[config.mk]
export PLATFORM = sky130hd
export DESIGN_NAME = mem_access
export DESIGN_NICKNAME = d
export VERILOG_FILES = /design/src/rtl/mem_access_pkg.sv /design/src/rtl/mem_access_load_align.sv /design/src/rtl/mem_access.sv
export SDC_FILE = /design/constraint.sdc
export NUM_CORES = 1
export LEC_CHECK = 0
export CAP_MARGIN = 40
export CORE_MARGIN = 2
export CORE_UTILIZATION = 46
export DETAILED_ROUTE_END_ITERATION = 16
export PLACE_DENSITY = 0.89
export SLEW_MARGIN = 10
export SYNTH_ARGS = -nofsm -noshare
export SYNTH_HDL_FRONTEND = slang
export SYNTH_SLANG_ARGS = --single-unit
[constraint.sdc]
create_clock -name clk -period 3 [get_ports clk]
set_input_delay 0.45 -clock clk [delete_from_list [all_inputs] [get_ports clk]]
set_output_delay 0.45 -clock clk [all_outputs]
set_load 0.02 [all_outputs]
[src/rtl/mem_access_pkg.sv]
// mem_access_pkg: encodings and store-lane helpers shared by the mem_access stage.
// No ports. Provides the MemRW, MemBranch, dsize and FSM state encodings,
// the MEM/WB register layout, and the byte-enable / write-data lane builders.
package mem_access_pkg;

    typedef enum logic [1:0] {MEM_NONE = 2'b00, MEM_LOAD = 2'b01, MEM_STORE = 2'b10} memrw_e;
    typedef enum logic [2:0] {BR_NONE = 3'd0, BR_EQ = 3'd1, BR_NE = 3'd2, BR_LT = 3'd3, BR_GE = 3'd4, BR_JUMP = 3'd5} branch_e;
    typedef enum logic [1:0] {SZ_BYTE = 2'b00, SZ_HALF = 2'b01, SZ_WORD = 2'b10} dsize_e;
    typedef enum logic [1:0] {IDLE = 2'd0, ACCESS = 2'd1, HOLD = 2'd2} state_e;

    typedef struct packed {
        logic [31:0] alu;
        logic [31:0] load_data;
        logic [31:0] pcp4;
        logic [4:0]  wreg;
        logic        regwrite;
        logic [1:0]  memtoreg;
    } mem_wb_t;

    // Halves take their lane pair from addr[1] only, so an unchecked misaligned half stays in its word.
    function automatic logic [3:0] store_be(input logic [1:0] dsize, input logic [1:0] off);
        return dsize == SZ_BYTE ? 4'b0001 << off : dsize == SZ_HALF ? 4'b0011 << {off[1], 1'b0} : 4'b1111;
    endfunction

    function automatic logic [31:0] store_wdata(input logic [1:0] dsize, input logic [31:0] data);
        return dsize == SZ_BYTE ? {4{data[7:0]}} : dsize == SZ_HALF ? {2{data[15:0]}} : data;
    endfunction

endpackage

[src/rtl/mem_access_load_align.sv]
// mem_access_load_align: selects the load lane from a read word and extends it to 32 bits.
// Ports: rdata (memory word), off (addr[1:0]), dsize (byte/half/word),
//        is_unsigned (zero-extend when set), result (aligned, extended value).
module mem_access_load_align
    import mem_access_pkg::*;
(
    input  logic [31:0] rdata,
    input  logic [1:0]  off,
    input  logic [1:0]  dsize,
    input  logic        is_unsigned,
    output logic [31:0] result
);

    logic [1:0]  lane;
    logic [15:0] shifted;

    always_comb begin
        lane = dsize == SZ_BYTE ? off : dsize == SZ_HALF ? {off[1], 1'b0} : 2'b00;
        shifted = 16'(rdata >> {lane, 3'b000});
        result = dsize == SZ_BYTE ? {{24{~is_unsigned & shifted[7]}}, shifted[7:0]} :
                 dsize == SZ_HALF ? {{16{~is_unsigned & shifted[15]}}, shifted[15:0]} : rdata;
    end

endmodule

[src/rtl/mem_access.sv]
// mem_access: RV32I memory-access stage; resolves branches, runs the data-memory
// req/ack transaction for loads/stores, aligns load data and drives MEM/WB.
// Ports: clk, rst (sync, active-low); keep/nop hazard controls; EX/MEM inputs
// (*_pype/*_pype2); data bus dmem_req/we/addr/wdata/be out, dmem_rdata/ack in;
// mem_stall, branch_taken, PCBranch_out, misalign_fault; MEM/WB outputs (*_pype3).
// Optional: define MEM_MISALIGN_CHECK_EN to trap misaligned half/word accesses.
module mem_access
    import mem_access_pkg::*;
(
    input  logic        clk,
    input  logic        rst,
    input  logic        keep,
    input  logic        nop,
    input  logic [31:0] ALU_co_pype,
    input  logic [31:0] read_data2_pype2,
    input  logic [31:0] PCBranch_pype2,
    input  logic [31:0] PCp4_pype2,
    input  logic [4:0]  WReg_pype2,
    input  logic        RegWrite_pype2,
    input  logic [1:0]  MemtoReg_pype2,
    input  logic [1:0]  MemRW_pype2,
    input  logic [2:0]  MemBranch_pype2,
    input  logic [1:0]  dsize_pype2,
    input  logic [2:0]  funct3_pype2,
    output logic        dmem_req,
    output logic        dmem_we,
    output logic [31:0] dmem_addr,
    output logic [31:0] dmem_wdata,
    output logic [3:0]  dmem_be,
    input  logic [31:0] dmem_rdata,
    input  logic        dmem_ack,
    output logic        mem_stall,
    output logic        branch_taken,
    output logic [31:0] PCBranch_out,
    output logic        misalign_fault,
    output logic [31:0] ALU_co_pype3,
    output logic [31:0] load_data_pype3,
    output logic [31:0] PCp4_pype3,
    output logic [4:0]  WReg_pype3,
    output logic        RegWrite_pype3,
    output logic [1:0]  MemtoReg_pype3
);

    state_e      state, state_n;
    mem_wb_t     wb, wb_n, wb_buf, buf_n, wb_in;
    logic [31:0] aligned;
    logic        pending, misaligned, issue, alu_zero;
    logic        unused_funct3;

    assign unused_funct3 = ^funct3_pype2[1:0];

    mem_access_load_align u_load_align (
        .rdata       (dmem_rdata),
        .off         (ALU_co_pype[1:0]),
        .dsize       (dsize_pype2),
        .is_unsigned (funct3_pype2[2]),
        .result      (aligned)
    );

    assign pending = MemRW_pype2 != MEM_NONE && !nop;

`ifdef MEM_MISALIGN_CHECK_EN
    assign misaligned = dsize_pype2 == SZ_HALF ? ALU_co_pype[0] : dsize_pype2 != SZ_BYTE && ALU_co_pype[1:0] != 2'b00;
    always_ff @(posedge clk) misalign_fault <= rst && state == IDLE && pending && misaligned;
`else
    assign misaligned = 1'b0;
    assign misalign_fault = 1'b0;
`endif

    // A trapped misaligned access never issues, so it must not stall either or the pipe would deadlock.
    assign issue = state == IDLE && pending && !misaligned;
    assign mem_stall = issue || (state == ACCESS && !dmem_ack) || state == HOLD;
    assign dmem_req = state == ACCESS;

    assign alu_zero = ALU_co_pype == 32'd0;
    assign branch_taken = !nop && (MemBranch_pype2 == BR_JUMP ||
                          ((MemBranch_pype2 == BR_EQ || MemBranch_pype2 == BR_GE) && alu_zero) ||
                          ((MemBranch_pype2 == BR_NE || MemBranch_pype2 == BR_LT) && !alu_zero));
    assign PCBranch_out = PCBranch_pype2;

    always_ff @(posedge clk) begin
        if (!rst) state <= IDLE;
        else state <= state_n;
    end

    // The ack cycle releases the stall, so upstream may move on while keep parks
    // the completed load in wb_buf; HOLD then drains it once keep drops.
    always_comb begin
        wb_in = '{alu: ALU_co_pype, load_data: aligned, pcp4: PCp4_pype2, wreg: WReg_pype2,
                  regwrite: RegWrite_pype2, memtoreg: MemtoReg_pype2};
        state_n = state;
        wb_n = wb;
        buf_n = wb_buf;
        case (state)
            IDLE: begin
                state_n = issue ? ACCESS : IDLE;
                if (!keep) begin
                    wb_n = wb_in;
                    wb_n.load_data = 32'd0;
                    if (nop || pending) wb_n = '0;
                end
            end
            ACCESS: if (dmem_ack) begin
                state_n = keep ? HOLD : IDLE;
                if (keep) buf_n = wb_in;
                else wb_n = wb_in;
            end
            HOLD: if (!keep) begin
                state_n = IDLE;
                wb_n = wb_buf;
            end
            default: state_n = IDLE;
        endcase
    end

    always_ff @(posedge clk) begin
        if (!rst) begin
            wb <= '0;
            wb_buf <= '0;
            dmem_addr <= '0;
            dmem_wdata <= '0;
            dmem_be <= '0;
            dmem_we <= 1'b0;
        end else begin
            wb <= wb_n;
            wb_buf <= buf_n;
            if (issue) begin
                dmem_addr <= {ALU_co_pype[31:2], 2'b00};
                dmem_wdata <= store_wdata(dsize_pype2, read_data2_pype2);
                dmem_be <= store_be(dsize_pype2, ALU_co_pype[1:0]);
                dmem_we <= MemRW_pype2 == MEM_STORE;
            end
        end
    end

    assign ALU_co_pype3 = wb.alu;
    assign load_data_pype3 = wb.load_data;
    assign PCp4_pype3 = wb.pcp4;
    assign WReg_pype3 = wb.wreg;
    assign RegWrite_pype3 = wb.regwrite;
    assign MemtoReg_pype3 = wb.memtoreg;

endmodule

# Word level (Yosys, flattened, before mapping)
# Cells that the tools add are included.
word_totals:
  register_bits: 277
  input_bits: 183
  out_inout_bits: 209
  wordCells: 79
classes:
  n_eq_ne: 13
  shift: 3
  mux: 19
  n_bitwise: 3
  n_reduce_logical: 24
op_table:
  columns: ["operator", "count"]
  rows:
  - ["2-to-1 mux 104 bit", 5]
  - ["case mux 104 bit (3 select lines)", 1]
  - ["2-to-1 mux 32 bit", 4]
  - ["logical NOT 32 bit", 1]
  - ["right shift 32 x 5 -> 16 bit", 1]
  - ["2-to-1 mux 2 bit", 5]
  - ["2-to-1 mux 4 bit", 2]
  - ["logical OR 1 bit", 7]
  - ["equality test 3 x 2 -> 1 bit, second input constant", 2]
  - ["equality test 3 bit, second input constant", 2]
  - ["logical AND 1 bit", 6]
  - ["!= test 2 bit, second input constant", 3]
  - ["case mux 2 bit (3 select lines)", 1]
  - ["AND reduction 5 bit", 1]
  - ["equality test 2 x 1 -> 1 bit, second input constant", 2]
  - ["equality test 2 bit, second input constant", 2]
  - ["logical NOT 2 bit", 2]
  - ["<< shifter 1 x 2 -> 4 bit, first input constant", 1]
  - ["<< shifter 2 x 2 -> 4 bit, first input constant", 1]
  - ["equality test 3 x 1 -> 1 bit, second input constant", 1]
  - ["logical NOT 1 bit", 3]
  - ["AND reduction 3 bit", 1]
  - ["nonzero test 3 bit", 1]
  - ["AND 1 bit", 2]
  - ["5 further kinds", 5]

# Longest topological paths before layout
logic_depth:
  word_depth: 10
  depth_mapped: 10
  mapped_depth_nobuf: 7

# Modules after synthesis
# From an unflattened synthesis, not the netlist that was laid out.
unflattened:
  cells_unflattened: 1519
  hier_area_um2: 13530.5
by_module_without_submodules:
  columns: ["mod", "instances", "cells_each", "area_per_inst_um2", "seq_area_each_um2"]
  rows:
  - ["mem_access", 1, 1402, 12757.2, 5545.3]
  - ["mem_access_load_align", 1, 117, 773.2, 0.0]

# Worst setup path before layout
# OpenSTA, ideal clock, no wires.
synth_timing:
  path_kind: "in2out"
  from: "in ALU_co_pype[0]"
  to: "out branch_taken"
  arrival_ns: 1.837
  required_time_ns: 2.550
  path_slack_ns: 0.713
  stages: 5
  n_path_buf: 1
  path_cell_list: "buf_2 > nor4_1 > nand4_1 > or4_1 > a31oi_1"
synth_via:
  elab_chain_cells: 5
  elab_cells_between_ends: 7
  cone_classes: "7 x reduce/logical"
synth_lines:
  columns: ["item", "line_no", "text"]
  rows:
  - ["start: declaration", "mem_access.sv:14", "input logic [31:0] ALU_co_pype,"]
  - ["logical NOT 32 bit (*)", "mem_access.sv:75", "assign alu_zero = ALU_co_pype == 32'd0;"]
  - ["logical AND 1 bit / logical NOT 1 bit (equally long branches)", "mem_access.sv:77, mem_access.sv:78", null]
  - ["logical OR 1 bit / logical AND 1 bit (equally long branches)", "mem_access.sv:76, mem_access.sv:78", null]
  - ["logical OR 1 bit (*)", "mem_access.sv:77", "((MemBranch_pype2 == BR_EQ || MemBranch_pype2 == BR_GE) && alu_zero) ||"]
  - ["logical AND 1 bit (*)", "mem_access.sv:76", "assign branch_taken = !nop && (MemBranch_pype2 == BR_JUMP ||"]
  - ["end: declaration", "mem_access.sv:33", "output logic branch_taken,"]
# Every way passes the cells marked *; elsewhere a longest branch is shown, timed or not.

# Final worst setup path
layout_timing:
  from: "in ALU_co_pype[26]"
  to: "out branch_taken"
# Same word-level chain as after synthesis.

==> run summary <==
First-pass GRT wire length -> 61.3 mm
Die area -> 27200 um2
Final instance area -> 16400 um2
RSZ-0062 raised after global routing -> false
Longest Clk Path Bufs -> 3
Synth area leader -> dfxtp_1
Worst Setup SP -> ALU_co_pype[26]
Layout cells sized above 1 -> 0.0817
PwrDens -> 534 nW/um2
Ys async rst share -> 0
Pin count of the biggest net entering global routing -> 106
Crit path kind -> input port to output port
Sum Neg Setup Slack -> 0 ns
Synth top area cells -> dfxtp_1 47%, nand2_1 9.1%, a21oi_1 7.4%, a221o_1 6.1%, a22oi_1 4.5%
CTS tree -> done
Register bit total from synthesis -> 277
DRT Wirelength -> 39.4 mm
Synth Warn # -> 0
Hold Startpoint -> dsize_pype2[1]
Library cells used by synthesis -> 53
Routed len/inst -> 19.4 um
Slew Limit Headroom -> 0.414
CP required -> 2.55 ns
Worst-path clk slew -> 0.06 ns
Vias per cell -> 6.00
Initial Util -> 0.470
Synthesized area -> 11900 um2
Vias in the first global route -> 11700
Top FF cell, synth -> dfxtp_1
Root Buffer -> clkbuf_16
Final setup viols -> 0
Worst Max-Slew Pin Slew -> 0.879 ns
Drt first-iter violations -> 1275
Leak -> 5.82 nW
DIE HEIGHT -> 165 um
Inserted Clock Buffers -> 28
Drt drc -> 0
Area of the multi-input gates -> 5630 um2
Critical Path AT -> 2.43 ns
Top cells by count, synth -> 289 x nand2_1, 277 x dfxtp_1, 177 x a21oi_1
Crit-path max FO -> 2
Synth top area share -> 0.466
Post-detailed-placement half-perimeter wirelength -> 26.0 mm
CP Launch Type -> input port
Drt pass-1 iters -> 6
Clock Sinks -> 277
Fin Hold WS -> 0.309 ns
Port Buffers -> 322
Final Skew -> 0.00787 ns
Number of enable flip-flop cells after synthesis -> 0
All-layer global routing usage -> 0.279
Placement Cell Area -> 15400 um2
CTS H-Tree Depth -> 1
Period minus WS final -> 2.88 ns
Fin. max-slew vios -> 0
# nets final -> 1868
Boundary Pins -> 392
Routability Congestion -> 0.935
Register area share after synthesis -> 0.466
Kind of end point of the critical path -> output port
Fmax -> 347 MHz
# diodes -> 0
Status -> finished clean
Avg Cell Area, Syn -> 8.35 um2
Clk_lat worst skew -> 0.55 ns
Fillers -> 1943
Total core area -> 25300 um2
RR Startpoint -> state[0]$_SDFFE_PN0P_
Fin. Hold Viols -> 0
Final period util -> 0.961
Initial antenna violation count -> 0
Post-route ant nets -> 0
Cell with the most instances after synthesis -> nand2_1
Synth Instances -> 1425
Syn-to-layout area delta -> 37.5%
Via Count -> 12200
Sequential cell area -> 5550 um2
VDD IR max -> 0.339 mV
Core Rows -> 58
Remaining global-route overflow -> 0
Worst Hold Class -> input port to flip-flop
Max_cap viols -> 0
Die Width -> 165 um
-- layout make-up --
type / count / share of cell area
timing repair buffer: 389 / 0.234
clock inverter: 9 / 0.00665
sequential: 277 / 0.339
multi-input combinational: 978 / 0.344
tap: 330 / 0.0252
clock buffer: 42 / 0.0497
inverter: 7 / 0.00176
-- path summary, 6_finish.rpt --
kind              slack (ns)  cells past startpoint                                to
setup / recovery        0.12                      7                      branch_taken
hold / removal          0.31                      3           dmem_be[2]$_SDFFE_PN0P_
setup reg to reg        0.58                      9  load_data_pype3[12]$_SDFFE_PN0P_
hold reg to reg         0.45                      2           wb_buf[73]$_SDFFE_PN0P_
-- routing by layer --
layer	wire (um)	vias up	track usage	share of wire
li1	-	5600	-	-
met3	3410	125	0.0640	0.087
met2	18700	639	0.457	0.48
met1	15500	5827	0.349	0.39
met5	0	-	0	0
met4	1770	0	0.128	0.045
-- power by group --
| group | switching (mW) | internal, mW |
|---|---|---|
| Sequential | 0.0757 | 3.82 |
| Clock | 1.44 | 2.04 |
| Combinational | 0.760 | 0.612 |
| Total | 2.28 | 6.47 |
-- state kept, by name, indices dropped and copies added (netlist names) --
register and cells:
ALU_co_pype3 32, MemtoReg_pype3 2, PCp4_pype3 32, RegWrite_pype3 1
WReg_pype3 5, dmem_addr 30, dmem_be 4, dmem_wdata 32
dmem_we 1, load_data_pype3 32, state 2, wb_buf 104
-- cell usage in the layout (no fill, tap or decap), drive strengths merged, types with 2 or more instances in the layout --
cell type / n
nand2b: 4
a222oi: 2
nand2: 289
o21a: 2
a211o: 3
nor2b: 6
a22o: 34
nand3: 13
o211ai: 8
buf: 69
and3: 8
conb: 3
nor4: 9
a22oi: 72
a311oi: 8
o21ai: 53
bufinv: 2
and2: 5
dfxtp: 277
nor2: 109
o221a: 6
clkinv: 7
ha: 4
mux2: 3
a21o: 4
or4: 2
a221oi: 7
o31a: 5
nor3: 4
a31oi: 6
clkbuf: 42
o32ai: 3
a221o: 72
nand4: 5
a21oi: 182
mux2i: 20
a211oi: 10
clkdlybuf4s50: 319
o22ai: 10
inv: 6
-- cells by family after synthesis --
logic type,share of synthesized area
fa+ha+maj,0.00421
flops,0.466
buf+inv,0.0694
simple gates,0.157
compound gates,0.284
other cells,0.000315
mux,0.0197
-- stage by stage --
stage | setup WS (ns) | std cells | util | total power, mW
after floorplan | 0.713 | 1427 | - | 4.67
after global placement | -0.399 | 1979 | 0.607 | 5.28
after detailed placement | -0.378 | 1981 | 0.609 | 5.32
after CTS | 0.0241 | 2032 | 0.646 | 8.78
after global routing | 0.0829 | 2032 | 0.646 | 9.04
final | 0.116 | 2032 | 0.646 | 8.75
-- critical path, cell delays in order --
cell	delay [ns]
clkdlybuf4s50_1	0.44
nor4_2	0.30
buf_4	0.19
nand4_1	0.22
or4_1	0.47
a31oi_1	0.20
buf_4	0.17
-- repair_timing --
| item | CTS | global route |
|---|---|---|
| pin swaps | 0 | 1 |
| setup buffers | 0 | 0 |
| setup endpoints to repair | 1 | 2 |
| hold buffers | 0 | 0 |
| resized for setup | 6 | 3 |
Note: power is estimated with default switching activity, not from simulation.
==> edit (config.mk and constraints unchanged) <==
The option `MEM_MISALIGN_CHECK_EN` is turned on by a define.
--- a/src/rtl/mem_access.sv
+++ b/src/rtl/mem_access.sv
@@ -4,6 +4,8 @@
 // (*_pype/*_pype2); data bus dmem_req/we/addr/wdata/be out, dmem_rdata/ack in;
 // mem_stall, branch_taken, PCBranch_out, misalign_fault; MEM/WB outputs (*_pype3).
 // Optional: define MEM_MISALIGN_CHECK_EN to trap misaligned half/word accesses.
+`define MEM_MISALIGN_CHECK_EN
+
 module mem_access
     import mem_access_pkg::*;
 (
Function: changed (Yosys sat finds a counterexample within 4 cycles, from zero or initial values and one cycle with rst low).
==> edit against the original RTL <==
Power fell by 1.0%. Worst setup slack improved by 44 ps. Fmax rose by 1.6%. First-iteration DRC count rose by 9.8%. Wire length rose by 3.1%. Design area rose by 0.70%. Critical path type unchanged. Synthesized area rose by 1.1%. Sequential cell count rose by 1.
==> edit: results <==
set metrics [dict create \
    outcome "completed" \
    met3WireLength_mm 3.88 \
    slew-limit-headroom 0.389 \
    drive_above_1_share 0.0857 \
    syn_inst 1431 \
    post_drt_wl_per_cell_um 19.8 \
    r2r-end "dmem_wdata[17]" \
    vdd_drop_max_v 0.000370 \
    r2r_slack_ps 440 \
    cts_buffers 29 \
    cp_slowest_cell "clkdlybuf4s50_1" \
    grt_max_degree 164 \
    met1_length_mm 15.4 \
    clock_skew_ps 9.62 \
    antenna_found_initial 6 \
    drtIter0Drc 1400 \
    netlist-cell-type-count 56 \
    synth_area_leaders "dfxtp_1, nand2_1, a21oi_1" \
    arrival_ps 2390 \
    hpwl_mm 27.2 \
    crit_fanout 5 \
    wl_met2_mm 19.0 \
    cpPeakStageDelay_ps 520 \
    r2r_cells 7 \
    portBuffers 323 \
    grt.total_usage 0.279 \
    fin_cells 2045 \
    nNetsFinal 1870 \
    crit_path_start "ALU_co_pype[14]" \
    p_leak_nw 5.75 \
    synth_commonest_cells "nand2_1, dfxtp_1, a21oi_1" \
]
## edit: cell families after synthesis
group                    after synthesis  synth area share
adder cells (fa/ha/maj)                4           0.00416
multiplexers                          33            0.0275
other                                  1          0.000312
AO/OA/AOI/OAI                        459             0.267
buffers and inverters                172            0.0707
AND/OR/NAND/NOR                      484             0.168
flip-flops                           278             0.463
## edit: metrics by stage
| step | utilization | instance area (um2) | TNS, ps | hold slack (ps) | worst slack, ps |
|---|---|---|---|---|---|
| 5_1_grt | 0.638 | 16500 | 0 | 310 | 23.9 |
| 6_report | 0.638 | 16500 | 0 | 325 | 161 |
| 3_3_place_gp | 0.597 | 15400 | -812 | 441 | -812 |
| 2_1_floorplan | - | 12000 | 0 | 436 | 707 |
| 3_5_place_dp | 0.598 | 15500 | -806 | 446 | -804 |
| 4_1_cts | 0.636 | 16400 | 0 | 414 | 4.91 |
## edit: worst max-delay path: cells and delay by family
family | cells | cell delay, ps
buffers and inverters | 3 | 880
AO/OA/AOI/OAI | 1 | 170
AND/OR/NAND/NOR | 3 | 880
## edit: layout make-up
| type | count | area (um2) |
|---|---|---|
| multi-input combinational | 982 | 5700 |
| inverter | 4 | 17.5 |
| timing repair buffer | 388 | 3790 |
| antenna | 6 | 15.0 |
| clock buffer | 42 | 855 |
| clock inverter | 10 | 114 |
| fill | 2013 | 9360 |
| sequential | 278 | 5570 |
| tap | 335 | 419 |
## edit: per-layer routing
metal	vias to the layer above	track usage
met2	712	0.455
met1	5779	0.344
li1	5579	-
met5	-	0
met4	0	0.150
met3	145	0.0640
## edit: report_power, final
part	switching [mW]	internal, mW	total, mW
clock	1.48	2.14	3.62
sequential	0.0588	3.79	3.85
combinational	0.652	0.529	1.18
## edit: worst min-delay path by stage
stage | startpoint | end | slack (ps) | depth (start not counted)
after floorplan | wb_buf[0] | wb_buf[0] | 440 | 2
after global placement | wb_buf[83] | wb_buf[83] | 440 | 2
after detailed placement | wb_buf[5] | wb_buf[5] | 450 | 2
after CTS | dsize_pype2[1] | wb_buf[61] | 410 | 4
after global routing | ALU_co_pype[5] | wb_buf[77] | 310 | 3
final | ALU_co_pype[5] | wb_buf[77] | 330 | 3
## edit: repair_timing
| item | in CTS | in global routing |
|---|---|---|
| pin swaps | 0 | 3 |
| setup buffers | 0 | 0 |
| endpoints found under the setup margin | 2 | 1 |
| resized for setup | 13 | 6 |
